$ cat src/rtl/b_to_t_encoder.sv
// Binary-to-temporal encoder: latches one value vector per gamma cycle and
// emits per-channel spikes whose onset phase equals the channel's value.

module b_to_t_lane #(
    parameter int VALUE_WIDTH = 4,
    parameter int PULSE_WIDTH = 8
) (
    input  logic                   aclk,
    input  logic                   grst_n,
    input  logic                   act_valid,
    input  logic                   act_mask,
    input  logic [VALUE_WIDTH-1:0] act_value,
    input  logic [VALUE_WIDTH-1:0] phase,
    output logic                   spike
);
    localparam int W = VALUE_WIDTH + 1;

    // One extra bit so value+PULSE_WIDTH never wraps past the gamma cycle
    logic [W-1:0] lo, hi, ph;
    logic         hit;

    assign lo  = {1'b0, act_value};
    assign hi  = lo + W'(PULSE_WIDTH);
    assign ph  = {1'b0, phase};
    assign hit = act_valid && act_mask && (ph >= lo) && (ph < hi);

    always_ff @(posedge aclk or negedge grst_n) begin
        if (!grst_n) spike <= 1'b0;
        else         spike <= hit;
    end
endmodule

module b_to_t_encoder #(
    parameter int GAMMA_CYCLE_WIDTH = 16,
    parameter int PULSE_WIDTH       = 8,
    parameter int NUM_CHANNELS      = 4,
    parameter int VALUE_WIDTH       = $clog2(GAMMA_CYCLE_WIDTH)
) (
    input  logic                                     aclk,
    input  logic                                     grst_n,
    input  logic                                     in_valid,
    output logic                                     in_ready,
    input  logic [NUM_CHANNELS-1:0][VALUE_WIDTH-1:0] in_values,
    input  logic [NUM_CHANNELS-1:0]                  in_mask,
    output logic [NUM_CHANNELS-1:0]                  spikes,
    output logic                                     gamma_start,
    output logic                                     underrun
);
    logic [VALUE_WIDTH-1:0] phase, phase_nxt;
    logic                   wrap, accept;

    logic [NUM_CHANNELS-1:0][VALUE_WIDTH-1:0] pend_values, act_values, act_values_nxt;
    logic [NUM_CHANNELS-1:0]                  pend_mask, act_mask, act_mask_nxt;
    logic                                     pend_valid, pend_valid_nxt;
    logic                                     act_valid, act_valid_nxt;

    assign phase_nxt = phase + VALUE_WIDTH'(1);
    assign wrap      = (phase == VALUE_WIDTH'(GAMMA_CYCLE_WIDTH - 1));
    assign accept    = in_valid && in_ready;

    // The boundary sees pend_valid before this edge's accept, so a wrap-cycle
    // transfer waits one full gamma cycle in the shadow buffer.
    always_comb begin
        pend_valid_nxt = pend_valid;
        act_valid_nxt  = act_valid;
        act_values_nxt = act_values;
        act_mask_nxt   = act_mask;
        if (wrap) begin
            act_valid_nxt = pend_valid;
            if (pend_valid) begin
                act_values_nxt = pend_values;
                act_mask_nxt   = pend_mask;
                pend_valid_nxt = 1'b0;
            end
        end
        if (accept) pend_valid_nxt = 1'b1;
    end

    always_ff @(posedge aclk or negedge grst_n) begin
        if (!grst_n) begin
            phase       <= '0;
            pend_valid  <= 1'b0;
            pend_values <= '0;
            pend_mask   <= '0;
            act_valid   <= 1'b0;
            act_values  <= '0;
            act_mask    <= '0;
            in_ready    <= 1'b1;
            gamma_start <= 1'b1;
            underrun    <= 1'b0;
        end else begin
            phase      <= phase_nxt;
            pend_valid <= pend_valid_nxt;
            if (accept) begin
                pend_values <= in_values;
                pend_mask   <= in_mask;
            end
            act_valid   <= act_valid_nxt;
            act_values  <= act_values_nxt;
            act_mask    <= act_mask_nxt;
            in_ready    <= !pend_valid_nxt;
            gamma_start <= (phase_nxt == '0);
            underrun    <= wrap && !pend_valid;
        end
    end

    // Lanes evaluate the next-cycle state so spikes move on the same edge as phase
    for (genvar i = 0; i < NUM_CHANNELS; i++) begin : g_lane
        b_to_t_lane #(
            .VALUE_WIDTH (VALUE_WIDTH),
            .PULSE_WIDTH (PULSE_WIDTH)
        ) u_lane (
            .aclk      (aclk),
            .grst_n    (grst_n),
            .act_valid (act_valid_nxt),
            .act_mask  (act_mask_nxt[i]),
            .act_value (act_values_nxt[i]),
            .phase     (phase_nxt),
            .spike     (spikes[i])
        );
    end
endmodule

$ cat config.mk
export PLATFORM = sky130hd
export DESIGN_NAME = b_to_t_encoder
export DESIGN_NICKNAME = d
export VERILOG_FILES = /design/src/rtl/b_to_t_encoder.sv
export SDC_FILE = /design/constraint.sdc
export NUM_CORES = 1
export LEC_CHECK = 0
export BUFFER_PORTS_ARGS = -buffer_cell sky130_fd_sc_hd__buf_4
export CORE_MARGIN = 2
export CORE_UTILIZATION = 50
export CTS_CLUSTER_DIAMETER = 40
export DETAILED_ROUTE_END_ITERATION = 8
export PLACE_DENSITY = 0.7
export SLEW_MARGIN = 20
export SYNTH_ARGS = -nofsm -noshare
export SYNTH_HDL_FRONTEND = slang
export SYNTH_HIERARCHICAL = 1
export SYNTH_SLANG_ARGS = --single-unit
$ cat constraint.sdc
create_clock -name aclk -period 4.85 [get_ports aclk]
set_input_delay 0.485 -clock aclk [delete_from_list [all_inputs] [get_ports aclk]]
set_output_delay 0.485 -clock aclk [all_outputs]
set_load 0.02 [all_outputs]
# == Word level (Yosys, flattened, before mapping) ==
# Cells that the tools add are included.
# word_totals
regBits,53
latchBits,0
ramBits,0
romBits,0
inputBits,23
output_inout_bits,7
wordCells,58
mem_count,0
# classes
addsub,5
n_mul,0
div_mod_pow,0
order_cmp,8
n_eq_ne,1
shift,0
mux,7
bitwise,0
reduce_logical,17
# ops
op,n
$mux W16,2
$add A4 B4 Y5 const B,4
$lt A4 B5 Y1,4
$ge A4 B4 Y1,4
$logic_and A1 B1 Y1,14
$mux W4,2
$add A4 B1 Y4 const B,1
$eq A4 B4 Y1 const B,1
$logic_not A4 Y1,1
$mux W1,3
$logic_not A1 Y1,2

# == Depth between registers and ports, before layout ==
# logic_depth
word_depth,5
ltp_mapped,9
ltp_nobuf,8

# == Modules after synthesis ==
# Netlist, hierarchy kept.
# modules_own_cells
module,n_inst,cells_each,area_per_inst_um2,seq_area_each_um2
b_to_t_encoder,1,112,1900.6,1228.7
b_to_t_lane,4,22,177.7,25.0

# == Worst setup path after synthesis ==
# Ideal clock, no wire load.
# synth_timing
path_kind,flip-flop to flip-flop
from,reg phase[0]
to,reg g_lane[0].u_lane.spike
setup_time_ps,136
arrival_time_ps,2104
required_ps,4714
path_slack_ps,2610
path_stages_with_launch,9
path_buffers,1
synth_period_minus_slack_ps,2240
cell_sequence,dfrtp_1 -> ha_1 -> nand4_2 -> buf_6 -> mux2_4 -> ha_1 -> nand2b_1 -> a2111oi_0 -> nor3_1
# synth_rtl
element,line,text
start: declaration,49,"logic [VALUE_WIDTH-1:0] phase, phase_nxt;"
start signal: assignment,92,phase <= phase_nxt;
end signal: assignment,29,else spike <= hit;
end: declaration,14,output logic spike

==> reports/summary.md <==
The run finished with clean final reports. Wire segments on met3 add up to 153 um in the final route. The number of global-route vias before repair is 1615, and the antenna cell count is 0.

Final design instance area without fill: 3008 um^2. The min-delay analysis places its worst path in the category input port to async pin. The number of antenna violations at the first check in global routing came out at 0. TritonCTS built the clock tree. The number of maximum-capacitance violations is 0.

The final period demand of the worst path was 3102 ps; the count of routing violations after the opening detailed-route iteration was 60. After detailed routing, the wire length on met1 is 1959 um. Counting along the longest clock path gives a buffer depth of 2. The tools report the final weighted congestion in routability-driven placement as 0.7794.

Clock-pin slew was measured on the worst setup and hold paths at 90 ps. The dominant cell type by area after synthesis was sky130_fd_sc_hd__dfrtp_1. The hold buffer count at cts came out at 0. Power spread over the standard cell area amounts to 437.7 nW/um^2. Counting flops with a built-in enable in the synthesized netlist gives 0.

The largest single stage delay on the critical path is 760 ps. The area growth from synthesis to layout is 15.19%. In this run, placement finished with an instance count of 295. The type of the setup path with the least slack is flop to flop. For this design the static power due to leakage is 1.526 nW. Summed over all nets, wire length on met2 after detailed routing comes to 1803 um. The number of warnings reported in the yosys synthesis log came out at 6. The logs give 0 for the count of endpoints failing hold in the final timing report and 322.4 MHz for the highest attainable clock frequency. The final setup skew was 7.723 ps. The most numerous cell in the Yosys netlist is sky130_fd_sc_hd__dfrtp_1. By count the netlist is led by 51 x sky130_fd_sc_hd__dfrtp_1, 25 x sky130_fd_sc_hd__ha_1, 23 x sky130_fd_sc_hd__inv_1.

Entering global routing, the biggest net connects 54 pins. Summing all multi-input logic gate instances after layout gives 1171 um^2. Summed over all layers, the routed wires come to 4005 um. The final routed DRC violation total is 0, and the post-route clock period utilization is 0.6395. The run gives 30 as the top-level port count. The tree is rooted in a sky130_fd_sc_hd__clkbuf_8. Final-report setup violation count: 0.

The startpoint class of the critical path is a flop. In this run the top signal layer used is met4. The cell at the slowest stage of the critical path was sky130_fd_sc_hd__nand4_2.

The worst setup path is captured at a flop. Across all hold checks on the routed design, the worst slack comes to 206.3 ps. The top-area cell type share of the netlist area is 0.4887, and the die height is 76.27 um. The post-synthesis average cell area is 13.06 um^2, and the post-route setup TNS is 0 ps.

Among the stages of the critical path, the cell type that occurs most often is sky130_fd_sc_hd__ha_1. For the area of the core, the log shows 5075 um^2. The design draws 1.317 mW.

In the final layout, flip-flops and latches occupy 1329 um^2. The slew at the pin closest to its max-slew limit came out at 965.3 ps. The register bit count reported by yosys came out at 53. After the flow finishes, the layout carries non-filler instances totaling 303. In this run the horizontal extent of the chip is 76.27 um.

The tools report the peak supply drop as 0.0001915 V. The proportion of synthesized flip-flops having asynchronous set or reset was 1.000; the post-synth design cell area was 2611 um^2. Data arrives at the worst endpoint at 3280 ps. Number of filler cells placed in the layout: 434.

Maximum fanout along the worst path: 21. The tools report the number of pins with negative max-slew slack in the final report as 0. Prevailing post-synth register cell: sky130_fd_sc_hd__dfrtp_1.

Walking the worst path, the cells encountered are ha_1, nand4_2, mux2_4, ha_1, nand2b_1, a2111oi_0, nor3_1. In the routed layout, each cell is associated on average with a via count of 5.092. The average routed wire per standard cell is 13.22 um. CTS saw 53 sinks.

The first global-routing pass estimated 7334 um of wire. The die footprint was 5816 um^2. The total of buffers placed on input and output ports was 29.

The H-tree depth reported by CTS is 2, and the total cell area at the placement stage is 2884 um^2. The run gives 1543 as the via total after detailed routing. The post-cts gate resize count was 0; the number of clock buffers inserted by TritonCTS was 5.

After the last flow step, the layout net total stands at 280. The share of final-layout standard cells stronger than drive strength 1 was 0.3476; the all-layer global routing usage was 0.1573. For the count of cell types in the netlist, the log shows 24.

For the worst endpoint required time, the log shows 5030 ps. The tools report the post-synthesis cell count as 200. Headroom to the max-slew limit: 0.3549. The effective utilization at floorplan is 0.5145. The later pin in the worst-skew pair is clocked with a latency of 300 ps.

The first TritonRoute pass finished after 4 iterations. The detail route stage leaves a number of antenna-violating nets equal to 0. Setup repair after global routing left no endpoint under its margin. For this run the aggregate overflow at the end of global routing stands at 0. The number of cell rows was 26. The half-perimeter wire length of the detailed placement result is 2773 um. The number of setup buffers added after CTS is 0. In the post-synthesis netlist, the biggest area contributors are sky130_fd_sc_hd__dfrtp_1 49%, sky130_fd_sc_hd__ha_1 12%, sky130_fd_sc_hd__mux2_4 11%.

The net count after synthesis was 248; the sequential area share after synthesis was 0.5089.
-- cells by family after synthesis --
logic type      Yosys count  share of synthesized area
compound gates           25                    0.06325
flops                    53                     0.5089
buf+inv                  27                    0.04552
xor+xnor                  2                   0.006709
fa+ha+maj                25                     0.1198
simple gates             28                    0.05606
mux                      40                     0.1998
-- registers in the layout (all words and copies together), names as in the netlist --
| name | flops |
|---|---|
| act_mask | 4 |
| act_valid | 1 |
| act_values | 16 |
| g_lane.u_lane/spike | 4 |
| gamma_start | 1 |
| in_ready | 1 |
| pend_mask | 4 |
| pend_valid | 1 |
| pend_values | 16 |
| phase | 4 |
| underrun | 1 |
-- placed cells by master (no fill, tap or decap) --
cell type                   synthesis  layout
sky130_fd_sc_hd__o21ai_0            6       6
sky130_fd_sc_hd__ha_1              25      25
sky130_fd_sc_hd__and3_2             1       1
sky130_fd_sc_hd__inv_1             23      23
sky130_fd_sc_hd__nand3_1            3       3
sky130_fd_sc_hd__clkbuf_8           0       6
sky130_fd_sc_hd__mux2_2            21      21
sky130_fd_sc_hd__dfstp_2            2       2
sky130_fd_sc_hd__a2111oi_0          4       4
sky130_fd_sc_hd__xor2_1             1       1
sky130_fd_sc_hd__a21o_1             1       1
sky130_fd_sc_hd__mux2_4            19      19
sky130_fd_sc_hd__a221o_1            4       4
sky130_fd_sc_hd__nor3_1             4       4
sky130_fd_sc_hd__a21oi_1            5       5
sky130_fd_sc_hd__clkbuf_1           0       1
sky130_fd_sc_hd__xnor2_2            0       1
sky130_fd_sc_hd__bufinv_16          0       1
sky130_fd_sc_hd__dfrtp_1           51      51
sky130_fd_sc_hd__nand2_1            6       6
sky130_fd_sc_hd__o21ai_1            4       4
sky130_fd_sc_hd__nand2b_1           8       8
sky130_fd_sc_hd__nor2_1             5       5
sky130_fd_sc_hd__a21boi_0           1       1
sky130_fd_sc_hd__buf_4              0      29
sky130_fd_sc_hd__nand4_2            1       1
-- final timing paths --
check,start,to,slack (ps),depth (start not counted)
worst max-delay path,phase[0]$_DFF_PN0_,g_lane[3].u_lane/spike$_DFF_PN0_,1750,7
worst min-delay path,grst_n,pend_values[1]$_DFFE_PN0P_,210,1
worst max register to register,phase[0]$_DFF_PN0_,g_lane[3].u_lane/spike$_DFF_PN0_,1750,7
worst min register to register,act_values[13]$_DFF_PN0_,act_values[13]$_DFF_PN0_,500,1
max in group asynchronous,grst_n,g_lane[2].u_lane/spike$_DFF_PN0_,4220,1
min in group aclk,in_values[4],pend_values[4]$_DFFE_PN0P_,410,2
-- critical path, delay by kind of cell (launching register included) --
family / cells / cell delay [ps]
muxes: 1 / 590
DFF: 1 / 420
AOI/OAI and AO/OA: 1 / 420
and+or+nand+nor: 3 / 1000
adders and majority gates: 2 / 540
-- stage by stage --
stage,utilization,worst slack (ps)
after floorplan,-,2610
after global placement,0.5683,1842
after detailed placement,0.5683,1715
after CTS,0.5912,1699
after global routing,0.5927,1329
final,0.5927,1748
-- power breakdown --
group	leakage [nW]	internal (mW)	switching, mW
logic	0.838	0.226	0.169
registers	0.630	0.571	0.0486
clock network	0.0585	0.168	0.134
-- routing by layer --
metal  global-route usage  vias to the layer above
li1                     -                      753
met1               0.2141                      756
met2               0.2381                       26
met3              0.04265                        8
met4              0.06727                        0
met5                    0                        -
-- area by class of cell --
type	instances	share of cell area
inverters	23	0.02870
flip-flops and latches	53	0.4418
repair buffers	29	0.07238
well taps	70	0.02912
clock buffers	7	0.02870
clock inverters	1	0.009983
multi-input cells	120	0.3894
(Power assumes the default switching activity.)
